### config.mk
export PLATFORM = sky130hd
export DESIGN_NAME = fetch_queue_flat
export DESIGN_NICKNAME = d
export VERILOG_FILES = /design/src/rtl/fetch_queue_if.sv /design/src/rtl/fetch_queue.sv /design/src/flat_wrapper.sv
export SDC_FILE = /design/constraint.sdc
export NUM_CORES = 1
export LEC_CHECK = 0
export BUFFER_PORTS_ARGS = -buffer_cell sky130_fd_sc_hd__buf_4
export CORE_MARGIN = 4
export CORE_UTILIZATION = 40
export CTS_CLUSTER_SIZE = 14
export DETAILED_ROUTE_END_ITERATION = 16
export HOLD_SLACK_MARGIN = 0.15
export PLACE_DENSITY_LB_ADDON = 0.3
export SYNTH_ARGS = -nofsm -noshare
export SYNTH_HDL_FRONTEND = slang
export SYNTH_SLANG_ARGS = --single-unit
### constraint.sdc
create_clock -name clk -period 3.66 [get_ports clk]
set_input_delay 0.549 -clock clk [delete_from_list [all_inputs] [get_ports clk]]
set_output_delay 0.549 -clock clk [all_outputs]
set_load 0.01 [all_outputs]
### src/rtl/fetch_queue_if.sv
// fetch_queue_if: fetch-side and decode-side signals of the fetch queue.
interface fetch_queue_if #(
    parameter int DEPTH = 4,
    parameter int WIDTH = 32
);
    logic [WIDTH-1:0]             pc_in;
    logic [WIDTH-1:0]             instruction_in;
    logic                         flush;
    logic                         freeze;
    logic                         id_ready;
    logic                         id_valid;
    logic [WIDTH-1:0]             pc_out;
    logic [WIDTH-1:0]             instruction_out;
    logic [$clog2(DEPTH+1)-1:0]   count;
    modport master (
        output pc_in, instruction_in, flush, id_ready,
        input  freeze, id_valid, pc_out, instruction_out, count
    );
    modport slave (
        input  pc_in, instruction_in, flush, id_ready,
        output freeze, id_valid, pc_out, instruction_out, count
    );
endinterface

### src/rtl/fetch_queue.sv
// fetch_queue: circular FIFO of {pc, instruction} pairs between fetch and decode,
// with freeze back-pressure to fetch and flush of wrong-path entries.
module fetch_queue #(
    parameter int DEPTH = 4,
    parameter int WIDTH = 32
) (
    input logic        clk,
    input logic        rst,
    fetch_queue_if.slave bus
);
    localparam int AW = $clog2(DEPTH);
    localparam int CW = $clog2(DEPTH + 1);
    logic [AW-1:0]    wr_ptr_q, wr_ptr_d, rd_ptr_q, rd_ptr_d;
    logic [CW-1:0]    count_q, count_d;
    logic [WIDTH-1:0] pc_mem  [DEPTH];
    logic [WIDTH-1:0] ins_mem [DEPTH];
    logic             full, push, pop;
    always_comb begin
        full     = count_q == CW'(DEPTH);
        push     = ~full & ~bus.flush;
        pop      = (count_q != '0) & bus.id_ready & ~bus.flush;
        wr_ptr_d = push ? wr_ptr_q + AW'(1) : wr_ptr_q;
        // flush realigns the read side to the write side instead of zeroing pointers
        rd_ptr_d = bus.flush ? wr_ptr_q : pop ? rd_ptr_q + AW'(1) : rd_ptr_q;
        count_d  = bus.flush ? '0 : count_q + CW'(push) - CW'(pop);
    end
    always_ff @(posedge clk or posedge rst) begin
        if (rst) begin
            wr_ptr_q <= '0;
            rd_ptr_q <= '0;
            count_q  <= '0;
        end else begin
            wr_ptr_q <= wr_ptr_d;
            rd_ptr_q <= rd_ptr_d;
            count_q  <= count_d;
        end
    end
    always_ff @(posedge clk) begin
        if (push) begin
            pc_mem[wr_ptr_q]  <= bus.pc_in;
            ins_mem[wr_ptr_q] <= bus.instruction_in;
        end
    end
    always_comb begin
        bus.freeze          = full;
        bus.count           = count_q;
        bus.id_valid        = count_q != '0;
        bus.pc_out          = bus.id_valid ? pc_mem[rd_ptr_q] : '0;
        bus.instruction_out = bus.id_valid ? ins_mem[rd_ptr_q] : '0;
    end
endmodule

### src/flat_wrapper.sv
// flat-port wrapper written by rule: the top's interface ports become plain ports
module fetch_queue_flat 
#(
    parameter int DEPTH = 4,
    parameter int WIDTH = 32
)
  (clk, rst, bus_pc_in, bus_instruction_in, bus_flush, bus_id_ready, bus_freeze, bus_id_valid, bus_pc_out, bus_instruction_out, bus_count);
  fetch_queue_if #(.DEPTH(DEPTH), .WIDTH(WIDTH)) bus_i ();
  input logic clk;
  input logic rst;
  input wire logic [$bits(bus_i.pc_in)-1:0] bus_pc_in;
  input wire logic [$bits(bus_i.instruction_in)-1:0] bus_instruction_in;
  input wire logic [$bits(bus_i.flush)-1:0] bus_flush;
  input wire logic [$bits(bus_i.id_ready)-1:0] bus_id_ready;
  output wire logic [$bits(bus_i.freeze)-1:0] bus_freeze;
  output wire logic [$bits(bus_i.id_valid)-1:0] bus_id_valid;
  output wire logic [$bits(bus_i.pc_out)-1:0] bus_pc_out;
  output wire logic [$bits(bus_i.instruction_out)-1:0] bus_instruction_out;
  output wire logic [$bits(bus_i.count)-1:0] bus_count;
  assign bus_i.pc_in = bus_pc_in;
  assign bus_i.instruction_in = bus_instruction_in;
  assign bus_i.flush = bus_flush;
  assign bus_i.id_ready = bus_id_ready;
  assign bus_freeze = bus_i.freeze;
  assign bus_id_valid = bus_i.id_valid;
  assign bus_pc_out = bus_i.pc_out;
  assign bus_instruction_out = bus_i.instruction_out;
  assign bus_count = bus_i.count;
  fetch_queue #(.DEPTH(DEPTH), .WIDTH(WIDTH)) u_core (.clk(clk), .rst(rst), .bus(bus_i));
endmodule
==> results.txt <==
Status - completed
Remaining DRCs - 0
Congestion Overflow GR - 0
Initial antenna violation count - 1
Crit path from - u_core.bus.count[1]
Sink Count - 263
Register area - 7870 µm²
RSZ-0062 raised after global routing - false
Antenna Nets Post-Route - 0
CTS Buffer Depth - 3
Worst-Skew Late Latency - 530 ps
Util after Layout - 50.37%
Ant diodes - 0
Endpoints failing setup - 0
Fin crit share - 85.56%
Final Wtd Congestion - 0.6578
WL/cell - 20.61 µm
TNS Setup - 0 ps
Via count - 4,775
Slew Limit Fails - 0
Post-cts sizing count - 0
Clk_skew - 7.309 ps
Highest Clock Rate - 0.3193 GHz
HPWL Detailed - 11,510 µm
Max IR drop VDD - 0.7250 mV
Setup bufs post-CTS - 0
Area grow syn2layout - 22.68%
Lkg Pwr - 4.298 nW
Final WL - 19,470 µm
Vias in the first global route - 5,384
First-pass GRT wire length - 30,550 µm
Setup crit end kind - output pin
CTS Root Cell - clkbuf_16
Vias per inst - 5.053
Clock period minus worst slack - 3132 ps
Die footprint - 27,870 µm²
Commonest non-fill, non-tap cell in the layout - edfxtp_1
First drt pass iteration count - 4
Largest net degree at the start of global routing - 66
Slew @ Worst Pin - 1190 ps
FF-to-FF setup slack - 1150 ps
Cell Area, Placed - 11,530 µm²
Synth warn - 0
Fin area - 12,390 µm²
Max Cap Viol - 0
I/O Buffers - 136
Worst endpoint required time - 3110 ps
Non-Filler Instances - 945
IO Pins - 137
Most frequent cells in the layout - edfxtp_1, buf_4, and2_1, mux4_2, clkbuf_16
Nets@finish - 676
Placed cell count - 895
Mapped Nets - 525
Fillers - 2,001
Seq/Total Area, Yosys - 77.82%
Dpl ws - 1035 ps
Worst relative slew slack - 20.68%
Cell Pwr Density - 819.9 nW/µm²
Startpoint Class - flop
Fin worst setup slack - 528.4 ps
Hold WC Path Type - primary input to flop
Area of the multi-input gates - 2100 µm²
Chip width - 166.9 µm
Initial Utilization - 41.06%
WP data arrival - 2580 ps
Row count - 57
Post-synthesis cell type count - 22
Num CTS Buffers - 27
Synthesized area - 10,100 µm²
Worst-path clk slew - 60 ps
Hold path start - bus_pc_in[10]
Hold-fix buffers, CTS - 1
Worst R2R Start - u_core.bus.count[1]
Peak fanout along the critical path - 65
Core footprint - 24,600 µm²
Die height - 166.9 µm
Mapped Cells - 450
Crit path kind - flop to output pin
Yosys reg bits - 263
Starting DRT DRC Count - 287
Layout cells sized above 1 - 40.74%
CTS tree - built
Total Routing Usage GR - 13.96%
Synth Area per Inst - 22.45 µm²
Final hold vios - 0
H-tree depth - 1
registers in the layout, summed over array words and instances, names as in the netlist:
register and flops:
u_core.ins_mem 128, u_core.pc_mem 128, u_core.bus.count 3, u_core.rd_ptr_q 2
u_core.wr_ptr_q 2
kinds of logic (layout without fill, tap and decap cells):
kind of cell	Yosys count	in the layout	share of synthesized area, %
DFF	263	263	77.82
adders and majority gates	7	7	0.9412
buffers and inverters	28	199	1.511
xor gates and xnor gates	4	4	0.3468
AOI/OAI and AO/OA	4	4	0.2601
and+or+nand+nor	79	79	4.743
muxes	65	65	14.38
where the power goes:
group / leakage [nW] / switching, W / total, W / internal [W]
clock network: 0.422 / 0.00105 / 0.00261 / 0.00156
logic: 1.45 / 0.00147 / 0.00320 / 0.00173
registers: 2.43 / 0.000380 / 0.00435 / 0.00397
total: 4.30 / 0.00291 / 0.0102 / 0.00726
cells in the mapped netlist, drive strengths merged:
cell type / n / area share [%]
and2: 69 / 4.3
ha: 6 / 0.74
xor2: 3 / 0.26
nor2b: 1 / 0.062
nand2: 2 / 0.074
nor3b: 1 / 0.074
or3: 1 / 0.062
edfxtp: 256 / 76
o31ai: 1 / 0.074
inv: 6 / 0.22
o21ai: 2 / 0.099
mux4: 64 / 14
nor3: 1 / 0.049
clkbuf: 9 / 0.33
xnor2: 1 / 0.087
dfrtp: 7 / 1.7
buf: 13 / 0.95
mux2: 1 / 0.11
nor2: 4 / 0.15
fa: 1 / 0.20
o311ai: 1 / 0.087
cell type report:
type | instances | share of cell area [%]
well taps | 324 | 3.271
clock buffers | 33 | 5.633
inverters | 6 | 0.1817
flip-flops and latches | 263 | 63.50
multi-input cells | 159 | 16.94
clock inverters | 16 | 1.232
repair buffers | 144 | 9.247
layer usage:
layer  global-route usage [%]  vias up  share of wire (%)
li1                         -     2122                  -
met3                    3.105       27                6.3
met4                    3.451        0                1.6
met5                        0        -                  0
met2                    24.20      135                 52
met1                    18.01     2491                 40
worst max-delay path, cell delays in order, from the launching register on:
cell and delay (ps):
dfrtp_1 480, or3_2 1030, and2_1 380, buf_4 150
worst paths after layout:
check                                          end  cells past startpoint
min                           u_core.pc_mem[3][10]                      1
min in group asynchronous       u_core.wr_ptr_q[0]                      3
max reg2reg                    u_core.bus.count[2]                     10
max                        bus_instruction_out[26]                      3
min reg2reg                     u_core.rd_ptr_q[0]                      2
max in group asynchronous       u_core.rd_ptr_q[0]                      3
through the flow:
step | hold slack (ps) | power (W)
after global placement | 508.2 | 0.007653
after floorplan | 352.4 | 0.006267
after CTS | 193.7 | 0.01037
final | 221.9 | 0.01016
after global routing | 193.5 | 0.01074
after detailed placement | 514.9 | 0.007738
No activity file was read; power rests on OpenSTA's default activity.
